===== config.mk =====
export PLATFORM = sky130hd
export DESIGN_NAME = regfile_sb
export DESIGN_NICKNAME = d
export VERILOG_FILES = /design/src/rtl/regfile_pkg.sv /design/src/rtl/regfile_scoreboard.sv /design/src/rtl/regfile_sb.sv
export SDC_FILE = /design/constraint.sdc
export NUM_CORES = 2
export LEC_CHECK = 0
export ABC_AREA = 1
export CELL_PAD_IN_SITES_DETAIL_PLACEMENT = 2
export CELL_PAD_IN_SITES_GLOBAL_PLACEMENT = 2
export CORE_AREA = 2 2 395 397
export CTS_BUF_LIST = sky130_fd_sc_hd__clkbuf_8 sky130_fd_sc_hd__clkbuf_16
export DETAILED_ROUTE_END_ITERATION = 10
export DIE_AREA = 0 0 397 399
export GPL_TIMING_DRIVEN = 0
export PLACE_DENSITY = 0.76
export SKIP_CTS_REPAIR_TIMING = 1
export SLEW_MARGIN = 10
export SYNTH_ARGS = -nofsm -noshare
export SYNTH_HDL_FRONTEND = slang
export SYNTH_HIERARCHICAL = 1
export SYNTH_SLANG_ARGS = --single-unit

===== constraint.sdc =====
create_clock -name clk -period 4.5 [get_ports clk]
set_clock_uncertainty 0.2 [all_clocks]
set_input_delay 0.9 -clock clk [delete_from_list [all_inputs] [get_ports clk]]
set_output_delay 0.9 -clock clk [all_outputs]
set_load 0.02 [all_outputs]

===== src/rtl/regfile_pkg.sv =====
// Shared defaults and state type for the scoreboarded register file.
// Latency: n/a (types and constants only).
// Backpressure: n/a.
package regfile_pkg;

  localparam int DEF_DATA_W = 32;
  localparam int DEF_ADDR_W = 5;
  localparam int DEF_N_RD   = 2;

  // CLEAR: sweeping zeros into the array; READY: accepting reads/writes/reserves.
  typedef enum logic {
    CLEAR = 1'b0,
    READY = 1'b1
  } state_t;

endpackage


===== src/rtl/regfile_scoreboard.sv =====
// Pending-write scoreboard: one bit per register 1..DEPTH-1, set by reserve, cleared by write.
// Latency: update visible one edge after request; busy lookup is combinational.
// Backpressure: none; rd_busy tells the issuer to stall, the block itself never stalls.
module regfile_scoreboard
  import regfile_pkg::*;
#(
  parameter int ADDR_W = DEF_ADDR_W,
  parameter int N_RD   = DEF_N_RD
) (
  input  logic                   clk,
  input  logic                   clr,
  input  logic                   w_en,
  input  logic [ADDR_W-1:0]      w_number,
  input  logic                   rsv_en,
  input  logic [ADDR_W-1:0]      rsv_number,
  input  logic [N_RD*ADDR_W-1:0] r_number,
  output logic [N_RD-1:0]        rd_busy
);

  localparam int DEPTH = 2 ** ADDR_W;

  logic [DEPTH-1:0] pending_q;
  logic [DEPTH-1:0] pending_d;

  // Next pending vector: write clears first, reserve sets after so a new producer wins.
  always_comb begin
    pending_d = pending_q;
    if (w_en && (w_number != '0)) begin
      pending_d[w_number] = 1'b0;
    end
    if (rsv_en && (rsv_number != '0)) begin
      pending_d[rsv_number] = 1'b1;
    end
    pending_d[0] = 1'b0;
  end

  // Pending bits register; clr wipes all outstanding reservations.
  always_ff @(posedge clk) begin
    if (clr) begin
      pending_q <= '0;
    end else begin
      pending_q <= pending_d;
    end
  end

  // Busy lookup per read port; a same-cycle write to that register is forwarded, so not busy.
  always_comb begin
    rd_busy = '0;
    for (int i = 0; i < N_RD; i++) begin
      rd_busy[i] = (r_number[i*ADDR_W +: ADDR_W] != '0)
                && pending_q[r_number[i*ADDR_W +: ADDR_W]]
                && !(w_en && (w_number == r_number[i*ADDR_W +: ADDR_W]));
    end
  end

endmodule


===== src/rtl/regfile_sb.sv =====
// Multi-port register file with WB forwarding, pending-write scoreboard and zeroing sweep after clr.
// Latency: reads combinational (forwarded same cycle); writes/reserves take effect at next edge.
// Backpressure: ready low during the DEPTH-1 cycle sweep; traffic offered then is dropped.
module regfile_sb
  import regfile_pkg::*;
#(
  parameter int DATA_W = DEF_DATA_W,
  parameter int ADDR_W = DEF_ADDR_W,
  parameter int N_RD   = DEF_N_RD
) (
  input  logic                   clk,
  input  logic                   clr,
  input  logic [N_RD*ADDR_W-1:0] r_number,
  output logic [N_RD*DATA_W-1:0] data_out,
  output logic [N_RD-1:0]        rd_busy,
  input  logic                   w_en,
  input  logic [ADDR_W-1:0]      w_number,
  input  logic [DATA_W-1:0]      data_in,
  input  logic                   rsv_en,
  input  logic [ADDR_W-1:0]      rsv_number,
  output logic                   ready
);

  localparam int DEPTH = 2 ** ADDR_W;
  localparam logic [ADDR_W-1:0] ONE_IDX  = ADDR_W'(1);
  localparam logic [ADDR_W-1:0] LAST_IDX = '1;

  state_t            state_q, state_d;
  logic [ADDR_W-1:0] idx_q, idx_d;
  logic              ready_q, ready_d;

  logic [DATA_W-1:0] mem_q [DEPTH];

  logic              arr_we;
  logic [ADDR_W-1:0] arr_waddr;
  logic [DATA_W-1:0] arr_wdata;

  logic              w_act;
  logic              rsv_act;
  logic [N_RD-1:0]   sb_busy;

  // Traffic is only honoured in READY and not in the cycle clr is being applied.
  always_comb begin
    w_act   = w_en   && ready_q && !clr && (w_number   != '0);
    rsv_act = rsv_en && ready_q && !clr && (rsv_number != '0);
  end

  // FSM next state, sweep index and the single array write port (sweep or WB write).
  always_comb begin
    state_d   = state_q;
    idx_d     = idx_q;
    ready_d   = ready_q;
    arr_we    = 1'b0;
    arr_waddr = w_number;
    arr_wdata = data_in;
    case (state_q)
      CLEAR: begin
        arr_we    = !clr;
        arr_waddr = idx_q;
        arr_wdata = '0;
        if (idx_q == LAST_IDX) begin
          state_d = READY;
          ready_d = 1'b1;
          idx_d   = ONE_IDX;
        end else begin
          idx_d = idx_q + ONE_IDX;
        end
      end
      READY: begin
        arr_we = w_act;
      end
    endcase
  end

  // FSM and sweep registers; clr forces CLEAR with the index parked at 1.
  always_ff @(posedge clk) begin
    if (clr) begin
      state_q <= CLEAR;
      idx_q   <= ONE_IDX;
      ready_q <= 1'b0;
    end else begin
      state_q <= state_d;
      idx_q   <= idx_d;
      ready_q <= ready_d;
    end
  end

  // Register array; contents are defined only by the sweep and WB writes, never flash-cleared.
  always_ff @(posedge clk) begin
    if (arr_we) begin
      mem_q[arr_waddr] <= arr_wdata;
    end
  end

  // Combinational read ports with WB forwarding; zero while sweeping or for register 0.
  always_comb begin
    data_out = '0;
    for (int i = 0; i < N_RD; i++) begin
      if (ready_q && (r_number[i*ADDR_W +: ADDR_W] != '0)) begin
        if (w_act && (w_number == r_number[i*ADDR_W +: ADDR_W])) begin
          data_out[i*DATA_W +: DATA_W] = data_in;
        end else begin
          data_out[i*DATA_W +: DATA_W] = mem_q[r_number[i*ADDR_W +: ADDR_W]];
        end
      end
    end
  end

  regfile_scoreboard #(
    .ADDR_W (ADDR_W),
    .N_RD   (N_RD)
  ) u_scoreboard (
    .clk        (clk),
    .clr        (clr),
    .w_en       (w_act),
    .w_number   (w_number),
    .rsv_en     (rsv_act),
    .rsv_number (rsv_number),
    .r_number   (r_number),
    .rd_busy    (sb_busy)
  );

  // Busy is suppressed while the sweep runs.
  always_comb begin
    rd_busy = sb_busy & {N_RD{ready_q}};
  end

  assign ready = ready_q;

endmodule


==> results.md <==
- Status: finished with violations
- Failing checks: max-capacitance violations, negative setup slack
- Critical path endpoint category: output pin
- Total I/O pin count: 123
- Remaining global-route overflow: 0
- P_sw: 7.479 mW
- Mux cell area share after synthesis: 0%
- Main combinational cell family by area after synthesis: simple AND/OR/NAND/NOR gates
- Internal power: 17.22 mW
- Slowest CP cell: clkdlybuf4s50_1
- Share of post-route cells with drive strength above 1: 12.63%
- Startpoint Class: input pin
- Initial antenna violation count: 32
- Reg-to-reg startpoint: ready
- Slew Limit Headroom: 2.935%
- Mapped Area: 58220 sq um
- Top delay family on crit path: buffers and inverters
- Post-synthesis adder-cell area fraction: 0.04298%
- Number of buffers and inverters on the critical path: 5
- Synthesized Nets: 7542
- Critical path class: in2out
- DR DRC count: 0
- # H-tree levels: 4
- Row count: 144
- Final instance area: 69520 sq um
- Final Setup Violations: 20
- Pre-antenna DRT Iters: 5
- RSZ-0062 raised after global routing: true
- Met3 Use GR: 14.65%
- Routed via count: 60350
- Min-delay src: u_scoreboard/pending_q[21]
- Drt via density: 6.067
- Setup_tns: -2.301 ns
- Mean Syn Cell Area: 7.780 sq um
- FMAX: 207.3 MHz
- Cell Area, Placed: 63190 sq um
- Maxcap violations: 1
- Largest net degree at the start of global routing: 33
- Clock slew at reported path FFs: 0.06 ns
- R2r setup slk: 0.47 ns
- Clock Sinks: 1062
- GRT Resource Usage Total: 44.74%
- Die W: 397 microns
- Starting Density: 37.89%
- Switching share of power: 30.29%
- Sequential group share of total power: 43.8%
- Hpwl dp: 268000 microns
- Die area: 158400 sq um
- Actual slew at the worst max-slew pin: 1.447 ns
- Port Buf Inserts: 122
- Starting DRT DRC Count: 8501
- Crit path required time: 3.40 ns
- Most frequent cells in the layout: 2883 x nand2_1, 1193 x nand3_1, 1024 x edfxtp_1
- Cell Pwr Density: 355.2 nW/um^2
- Comb pwr share: 14.2%
- Synth Register Bits: 1062
- Final #Nets: 7852
- Final RePlAce weighted congestion: 0.9897
- Power share of the clock group: 42.1%
- Gr busiest metal: met2
- Slowest stage delay, CP: 0.66 ns
- Hold Crit Class: reg2reg
- Setup slack after layout: -0.3239 ns
- Chip height: 399 microns
- Core ar.: 153700 sq um
- Clock Latency Late Sink: 0.79 ns
- CP most frequent cell: nor2_1
- Worst-path fanout max: 10
- Slew Viols, Final: 0
- Mapped Cells: 7484
- WP data arrival: 3.72 ns
- Met1 Use GR: 59.43%
- Area Growth Syn to Fin: 19.39%
- Most common cell after layout, fill and taps aside: nand2_1
- Crit path cell chain: clkbuf_4, buf_6, buf_6, clkbuf_4, nor2_1, nor2_1, nor2_1, nand2_1, nand3_1, nand2_1, a21oi_1, clkdlybuf4s50_1
- Root Driver: clkbuf_16
- Post-Synth Simple-Gate Area: 35.23%
- Synth cell types: 38
- Minimum clock period: 4.824 ns
- Crit share post-route: 107.2%
- Vias in the first global route: 60100
- Register area share after synthesis: 54.12%
- TritonCTS buffer count: 134
- Synth Area in Compound Gates: 1.326%
- CP startpoint: r_number[5]
- Global-route wire length before repair: 486400 microns
- Hold Fails Final Rpt: 0
- Max clock buf depth: 3
- Yosys warns: 6
- XOR/XNOR Fraction of Synth Area: 0.1203%
- Antenna-violating nets left: 0
- Drt total wl: 363600 microns
- Wire length per cell: 36.55 microns
- Pleak: 31.16 nW
- CTS tree: done
- Worst VDD drop: 0.3833 mV
- Met2 Use GR: 65.79%
-- tightest hold or removal path: cells and delay by family, from the launching register on --
kind	cells	cell delay [ns]
AO/OA/AOI/OAI	2	0.13
flip-flops	1	0.31
-- power by group through the flow --
stage          Sequential (mW)  Combinational [mW]  Clock, mW
4_1_cts                   10.8                3.11       10.3
2_1_floorplan             11.0                1.42          0
5_1_grt                   10.8                3.53       10.6
3_5_place_dp              11.0                3.09          0
6_report                  10.8                3.49       10.4
3_3_place_gp              11.0                2.98          0
-- layer usage --
layer | share of wire [%] | up-vias
met5 | 0.093 | -
met4 | 5.3 | 26
met3 | 13 | 885
met2 | 42 | 3904
met1 | 39 | 30990
li1 | - | 24550
-- cell families after synthesis --
group	count (synthesis)
AO/OA/AOI/OAI	151
XOR/XNOR	8
adder cells (fa/ha/maj)	2
buffers and inverters	1245
flip-flops	1062
AND/OR/NAND/NOR	5016
-- worst paths after layout --
kind | cells after the start | endpoint
max | 12 | data_out[37]
max reg2reg | 7 | mem_q[29][27]
min | 2 | u_scoreboard/pending_q[21]
min reg2reg | 2 | u_scoreboard/pending_q[21]
-- registers in the layout, indices dropped and copies added (netlist names) --
| register | flops |
|---|---|
| state_q | 1 |
| u_scoreboard/pending_q | 31 |
| ready | 1 |
| mem_q | 1024 |
| idx_q | 5 |
-- synthesized netlist by cell type (all sizes together) --
master | n | area [sq um]
o211ai | 1 | 7.510
edfxtp | 1024 | 30750
o21ai | 40 | 200.2
o22ai | 4 | 25.02
a21oi | 104 | 524.3
nand3 | 1265 | 6336
nor3b | 1 | 7.510
nor4 | 3 | 25.02
or2 | 2 | 12.52
buf | 301 | 1783
a31oi | 1 | 6.260
nand4 | 10 | 62.56
nand2 | 2887 | 10840
o311ai | 1 | 8.760
xnor2 | 5 | 43.79
ha | 2 | 25.02
or3 | 1 | 6.260
nor2 | 833 | 3132
clkinv | 3 | 12.51
nor3 | 14 | 96.35
dfxtp | 38 | 760.7
xor2 | 3 | 26.28
inv | 791 | 2974
clkbuf | 150 | 563.0
-- stage by stage --
step	hold WS, ns	power [mW]	std cells	util [%]	setup WS (ns)
after floorplan	0.2545	12.42	7484	-	0.9061
after global placement	0.2647	14.00	9650	40.34	-3.707
after CTS	0.2817	24.17	9934	43.72	-2.373
after global routing	0.2945	24.94	9941	45.22	-0.3085
after detailed placement	0.2733	14.10	9695	41.11	-2.352
final	0.2855	24.69	9947	45.23	-0.3239
-- layout make-up --
type / instances / area (sq um)
Inverter: 794 / 3003
Tap cell: 2044 / 2557
Clock buffer: 137 / 3428
Clock inverter: 102 / 571.8
Sequential cell: 1062 / 31510
Multi-Input combinational cell: 5177 / 22940
Timing Repair Buffer: 174 / 2303
Fill cell: 17150 / 84170
Antenna cell: 6 / 15.01
Buffer: 451 / 3179
Note: power is estimated with default switching activity, not from simulation.
